[config.mk]
export PLATFORM = sky130hd
export DESIGN_NAME = bcd_digit_counter
export DESIGN_NICKNAME = d
export VERILOG_FILES = /design/src/rtl/display_pkg.sv /design/src/rtl/tick_prescaler.sv /design/src/rtl/bcd_digit_counter.sv
export SDC_FILE = /design/constraint.sdc
export NUM_CORES = 1
export LEC_CHECK = 0
export ABC_AREA = 1
export CAP_MARGIN = 40
export CORE_ASPECT_RATIO = 1.2
export CORE_UTILIZATION = 62
export CTS_CLUSTER_DIAMETER = 200
export CTS_CLUSTER_SIZE = 24
export DETAILED_ROUTE_END_ITERATION = 16
export PLACE_DENSITY = 0.84
export SYNTH_ARGS = -nofsm -noshare
export SYNTH_HDL_FRONTEND = slang
export SYNTH_SLANG_ARGS = --single-unit
[constraint.sdc]
create_clock -name clk -period 4.1 [get_ports clk]
set_input_delay 0.82 -clock clk [delete_from_list [all_inputs] [get_ports clk]]
set_output_delay 0.82 -clock clk [all_outputs]
set_load 0.005 [all_outputs]
[src/rtl/display_pkg.sv]
// ---------------------------------------------------------------------------
// display_pkg
// Definitions shared by the seven-segment display blocks.
//   DIGIT_W            width of a digit code (one hex/BCD nibble)
//   DEFAULT_MAX_DIGIT  last value of a plain decimal digit
//   dir_e              count direction, encoded to match the 'up' input bit
//   clamp_digit()      saturates a digit code to a caller-supplied maximum
// ---------------------------------------------------------------------------
package display_pkg;

    localparam int DIGIT_W           = 4;
    localparam int DEFAULT_MAX_DIGIT = 9;

    typedef enum logic {
        DIR_DOWN = 1'b0,
        DIR_UP   = 1'b1
    } dir_e;

    // Values above max_val collapse onto max_val; everything else passes.
    function automatic logic [DIGIT_W-1:0] clamp_digit(
        input logic [DIGIT_W-1:0] val,
        input logic [DIGIT_W-1:0] max_val
    );
        return (val > max_val) ? max_val : val;
    endfunction

endpackage

[src/rtl/tick_prescaler.sv]
// ---------------------------------------------------------------------------
// tick_prescaler
// Divides the system clock by DIV = CLK_HZ/TICK_HZ.
//   clk   in  system clock, rising edge
//   rst   in  synchronous reset, active-high; clears the count
//   en    in  count enable; the count holds while low
//   clr   in  synchronous clear; restarts a full period
//   tick  out strobe, high during the cycle whose edge wraps the count
// The strobe is decoded from the count register so that a consumer can act
// on the very edge that wraps; consumers needing a registered pulse
// register it themselves.
// ---------------------------------------------------------------------------
module tick_prescaler #(
    parameter int CLK_HZ  = 50_000_000,
    parameter int TICK_HZ = 1
) (
    input  logic clk,
    input  logic rst,
    input  logic en,
    input  logic clr,
    output logic tick
);

    localparam int DIV  = (TICK_HZ > 0) ? (CLK_HZ / TICK_HZ) : 0;
    localparam int PC_W = (DIV > 1) ? $clog2(DIV) : 1;
    localparam logic [PC_W-1:0] LAST = PC_W'((DIV > 0) ? (DIV - 1) : 0);

    generate
        if (DIV < 1) begin : g_bad_div
            $error("tick_prescaler: CLK_HZ/TICK_HZ must be at least 1");
        end
    endgenerate

    logic [PC_W-1:0] pc;

    assign tick = en && !clr && !rst && (pc == LAST);

    // Period counter: clear and reset both restart a full DIV-cycle period;
    // with DIV == 1 the single-bit counter stays at zero and every enabled
    // cycle wraps.
    always_ff @(posedge clk) begin
        if (rst) begin
            pc <= '0;
        end else if (clr) begin
            pc <= '0;
        end else if (en) begin
            pc <= (pc == LAST) ? '0 : pc + PC_W'(1);
        end
    end

endmodule

[src/rtl/bcd_digit_counter.sv]
// ---------------------------------------------------------------------------
// bcd_digit_counter
// Up/down modulo-(MAX_DIGIT+1) digit counter driving a seven_segment decoder.
//   clk       in   system clock, rising edge
//   rst       in   synchronous reset, active-high
//   en        in   count enable (prescaler and digit hold when low)
//   up        in   1 = increment, 0 = decrement, sampled on the tick cycle
//   load      in   synchronous load of load_val (clamped to MAX_DIGIT)
//   load_val  in   value to load
//   num       out  current digit, registered
//   tick      out  1-cycle pulse on each prescaler wrap
//   carry     out  1-cycle pulse on digit wrap (MAX->0 up, 0->MAX down)
// ---------------------------------------------------------------------------
module bcd_digit_counter
    import display_pkg::*;
#(
    parameter int CLK_HZ    = 50_000_000,
    parameter int TICK_HZ   = 1,
    parameter int MAX_DIGIT = DEFAULT_MAX_DIGIT
) (
    input  logic               clk,
    input  logic               rst,
    input  logic               en,
    input  logic               up,
    input  logic               load,
    input  logic [DIGIT_W-1:0] load_val,
    output logic [DIGIT_W-1:0] num,
    output logic               tick,
    output logic               carry
);

    localparam logic [DIGIT_W-1:0] MAX_VAL = DIGIT_W'(MAX_DIGIT);

    generate
        if (MAX_DIGIT < 1 || MAX_DIGIT > 15) begin : g_bad_max
            $error("bcd_digit_counter: MAX_DIGIT must be in 1..15");
        end
    endgenerate

    logic               wrap;
    dir_e               dir;
    logic [DIGIT_W-1:0] cur;
    logic [DIGIT_W-1:0] nxt;
    logic               wraps;

    // A load clears the prescaler so the next tick is a full period away.
    tick_prescaler #(
        .CLK_HZ  (CLK_HZ),
        .TICK_HZ (TICK_HZ)
    ) u_prescaler (
        .clk  (clk),
        .rst  (rst),
        .en   (en),
        .clr  (load),
        .tick (wrap)
    );

    assign dir = dir_e'(up);

    // Next digit for a step. An out-of-range digit is treated as MAX_VAL,
    // which the clamp gives for free.
    always_comb begin
        cur   = clamp_digit(num, MAX_VAL);
        nxt   = cur;
        wraps = 1'b0;
        case (dir)
            DIR_UP: begin
                if (cur == MAX_VAL) begin
                    nxt   = '0;
                    wraps = 1'b1;
                end else begin
                    nxt = cur + DIGIT_W'(1);
                end
            end
            default: begin
                if (cur == '0) begin
                    nxt   = MAX_VAL;
                    wraps = 1'b1;
                end else begin
                    nxt = cur - DIGIT_W'(1);
                end
            end
        endcase
    end

    // Digit, tick and carry registers. Load outranks the prescaler wrap, so
    // a load on a wrap cycle produces neither a step nor a pulse.
    always_ff @(posedge clk) begin
        if (rst) begin
            num   <= '0;
            tick  <= 1'b0;
            carry <= 1'b0;
        end else if (load) begin
            num   <= clamp_digit(load_val, MAX_VAL);
            tick  <= 1'b0;
            carry <= 1'b0;
        end else if (wrap) begin
            num   <= nxt;
            tick  <= 1'b1;
            carry <= wraps;
        end else begin
            tick  <= 1'b0;
            carry <= 1'b0;
        end
    end

endmodule

==> flow_metrics.tcl <==
set metrics [dict create \
    setup_viol 0 \
    io_pins 15 \
    clkSinkCount 32 \
    ff2ff_path_depth 10 \
    cp-start-kind "primary input" \
    crit_fanout 14 \
    busiest_layer "met2" \
    htreeDepth 2 \
    drt-initial-drc-count 84 \
    grt_use_met1_pct 33.2 \
    slew_headroom_pct 73.7 \
    cell_internal_pwr_w 0.000424 \
    tritoncts "done" \
    swShare_pct 25.4 \
    synth_area_um2 2010 \
    ys_ff_latch 32 \
    ir_drop_uv 228 \
    wire_per_inst_um 11.7 \
    first_global_vias 1847 \
    path_clk_slew_ns 0.09 \
    hold_buffers 0 \
    first_pass_iters 4 \
    leakage_nw 0.870 \
    crit_type "primary input to flop" \
    finalNetCount 347 \
    io_buffer_count 14 \
    status "finished clean" \
    diodes 0 \
    drv_slew 0 \
    drive_gt1_share_pct 9.76 \
    post_cts_resized 0 \
    endpoint "u_prescaler.pc[9]" \
    ys_warn_count 0 \
    yosys-top-cells-count "nand2_1 (79), nor2_1 (55), inv_1 (42)" \
    period_needed_ns 2.20 \
    crit_path_top_delay_cell "clkdlybuf4s50_1" \
    postCtsSetupRepairBufs 0 \
    synth_ff_type "dfxtp_1" \
    synth-edff-count 0 \
    die_h_um 64.3 \
    overflow 0 \
    clk_latency_ns 0.33 \
    startpoint "load" \
    whs_ns 0.500 \
    postSynthAreaPerCell_um2 6.30 \
    drtAntennaViolNets 0 \
    worst_path_largest_cell_delay_ns 0.55 \
    synthTopCellsByArea "dfxtp_1 (32%), nand2_1 (15%), nor2_1 (10%)" \
    grt_pass1_wl_mm 7.54 \
    fp.dieArea_um2 3470 \
    hold_viol 0 \
    cts-root-buf "clkbuf_4" \
    dr_total_vias 2014 \
    p_per_area_nw_per_um2 254 \
    wl_mm 4.37 \
    grt.met3_usage_pct 7.14 \
    syn_inst 319 \
    rr_startpoint "u_prescaler.pc[0]" \
    clockPowerShare_pct 33.8 \
    antenna_found_initial 0 \
    gp_congestion 0.846 \
    max-clock-path-buffers 2 \
    coreArea_um2 3080 \
    vias_per_cell 5.39 \
    drc 0 \
    grt_usage_pct 29.8 \
    reg2reg_slack_ns 2.26 \
    place_area_um2 2170 \
    setup_slack_ns 1.90 \
    hold_depth 2 \
    rows 22 \
    power_switching_w 0.000144 \
    arrival_ns 2.47 \
    power_frac_seq_pct 56.1 \
    die-width_um 54.0 \
    post-place-ws_ns 1.54 \
    fin_area_um2 2230 \
    numCtsBuffers 5 \
    end_kind "flop" \
    worstReg2RegEnd "u_prescaler.pc[9]" \
    yosysSeqAreaShare_pct 31.9 \
    met2_usage_pct 51.9 \
    synthToLayoutAreaGrowth_pct 11.2 \
    critPathRequiredTime_ns 4.37 \
    skew_ns 0.00441 \
    synth.most_common_cell "nand2_1" \
    grt_max_degree 15 \
    async_flop_share_pct 0 \
    start_util_pct 65.1 \
    max_freq_mhz 455 \
    synth.largest_area_cell "dfxtp_1" \
    power_frac_comb_pct 10.1 \
    tightestPinTransition_ns 0.394 \
    yosysTopAreaCellShare_pct 31.9 \
    yosysUniqueCellTypes 25 \
    dpl.hpwl_mm 3.35 \
    syn_nets 329 \
    fin_util_pct 72.4 \
    setup_tns_ns 0 \
    cap_violations 0 \
    hold_class "flop to flop" \
    crit_chain "clkdlybuf4s50_1 -> nor2_1 -> nand2_2 -> inv_1 -> o21ai_0 -> a21oi_1" \
    fin_crit_sh_pct 53.6 \
    rsz0062_at_grt "no" \
]
## state kept, by name, indices dropped and copies added, names as in the netlist
signal and count:
tick 1, carry 1, num 4, u_prescaler.pc 26
## cell usage in the layout, fill, tap and decap left out
cell type | synthesis | final
nand2_1 | 79 | 79
nor2_1 | 55 | 55
inv_1 | 42 | 42
dfxtp_1 | 32 | 32
nand3_1 | 26 | 26
o21ai_0 | 16 | 16
a21oi_1 | 15 | 15
clkdlybuf4s50_1 | 0 | 14
nand4_1 | 8 | 8
nor2_4 | 8 | 8
nor3_1 | 7 | 7
nand2_2 | 6 | 6
clkbuf_4 | 0 | 5
inv_2 | 4 | 4
nor2_2 | 3 | 3
a211oi_1 | 3 | 3
nand4_4 | 2 | 2
nor4_1 | 2 | 2
nand3_2 | 2 | 2
clkbuf_1 | 1 | 2
nand2_4 | 1 | 1
nor3_2 | 1 | 1
xnor2_1 | 1 | 1
a32oi_1 | 1 | 1
nor3b_1 | 1 | 1
ha_1 | 1 | 1
clkbuf_8 | 0 | 1
## cells by family after synthesis
| kind of cell | after synthesis | synth area share (%) |
|---|---|---|
| simple gates | 201 | 48.2 |
| buf+inv | 49 | 9.53 |
| compound gates | 35 | 9.28 |
| flops | 32 | 31.9 |
| xor+xnor | 1 | 0.436 |
| fa+ha+maj | 1 | 0.623 |
## cell type report
class	count	area, µm²
Multi-Input combinational cell	238	1180
Fill cell	292	850
Sequential cell	32	641
Inverter	46	173
Timing Repair Buffer	14	140
Clock buffer	8	58.8
Tap cell	36	45.0
## per-stage QoR
step                      instances  power (W)
after floorplan                 319   0.000360
final                           374   0.000568
after detailed placement        366   0.000382
after CTS                       374   0.000574
after global placement          366   0.000382
after global routing            374   0.000594
## critical path: cells and delay by family
kind | cells | cell delay [ns]
buf+inv | 2 | 0.77
compound gates | 2 | 0.24
simple gates | 2 | 0.64
## how the worst min path moves through the flow
stage / from / endpoint / slack, ns
finish: u_prescaler.pc[17] / u_prescaler.pc[17] / 0.50
global route: u_prescaler.pc[1] / u_prescaler.pc[1] / 0.55
CTS: u_prescaler.pc[17] / u_prescaler.pc[17] / 0.50
detailed placement: u_prescaler.pc[17] / u_prescaler.pc[17] / 0.48
global placement: u_prescaler.pc[17] / u_prescaler.pc[17] / 0.48
floorplan: u_prescaler.pc[17] / u_prescaler.pc[17] / 0.46
## power by group through the flow
stage	Clock (W)	Sequential, W	Combinational, W
global route	0.000209	0.000320	0.0000660
finish	0.000192	0.000319	0.0000571
floorplan	0	0.000326	0.0000342
detailed placement	0	0.000326	0.0000562
CTS	0.000199	0.000319	0.0000566
global placement	0	0.000326	0.0000561
## per-layer routing
layer	wire (µm)	vias to the layer above
met5	0	-
met4	91	0
met3	108	10
met2	2160	34
met1	2010	907
li1	-	1063
Note: power is estimated with default switching activity, not from simulation.
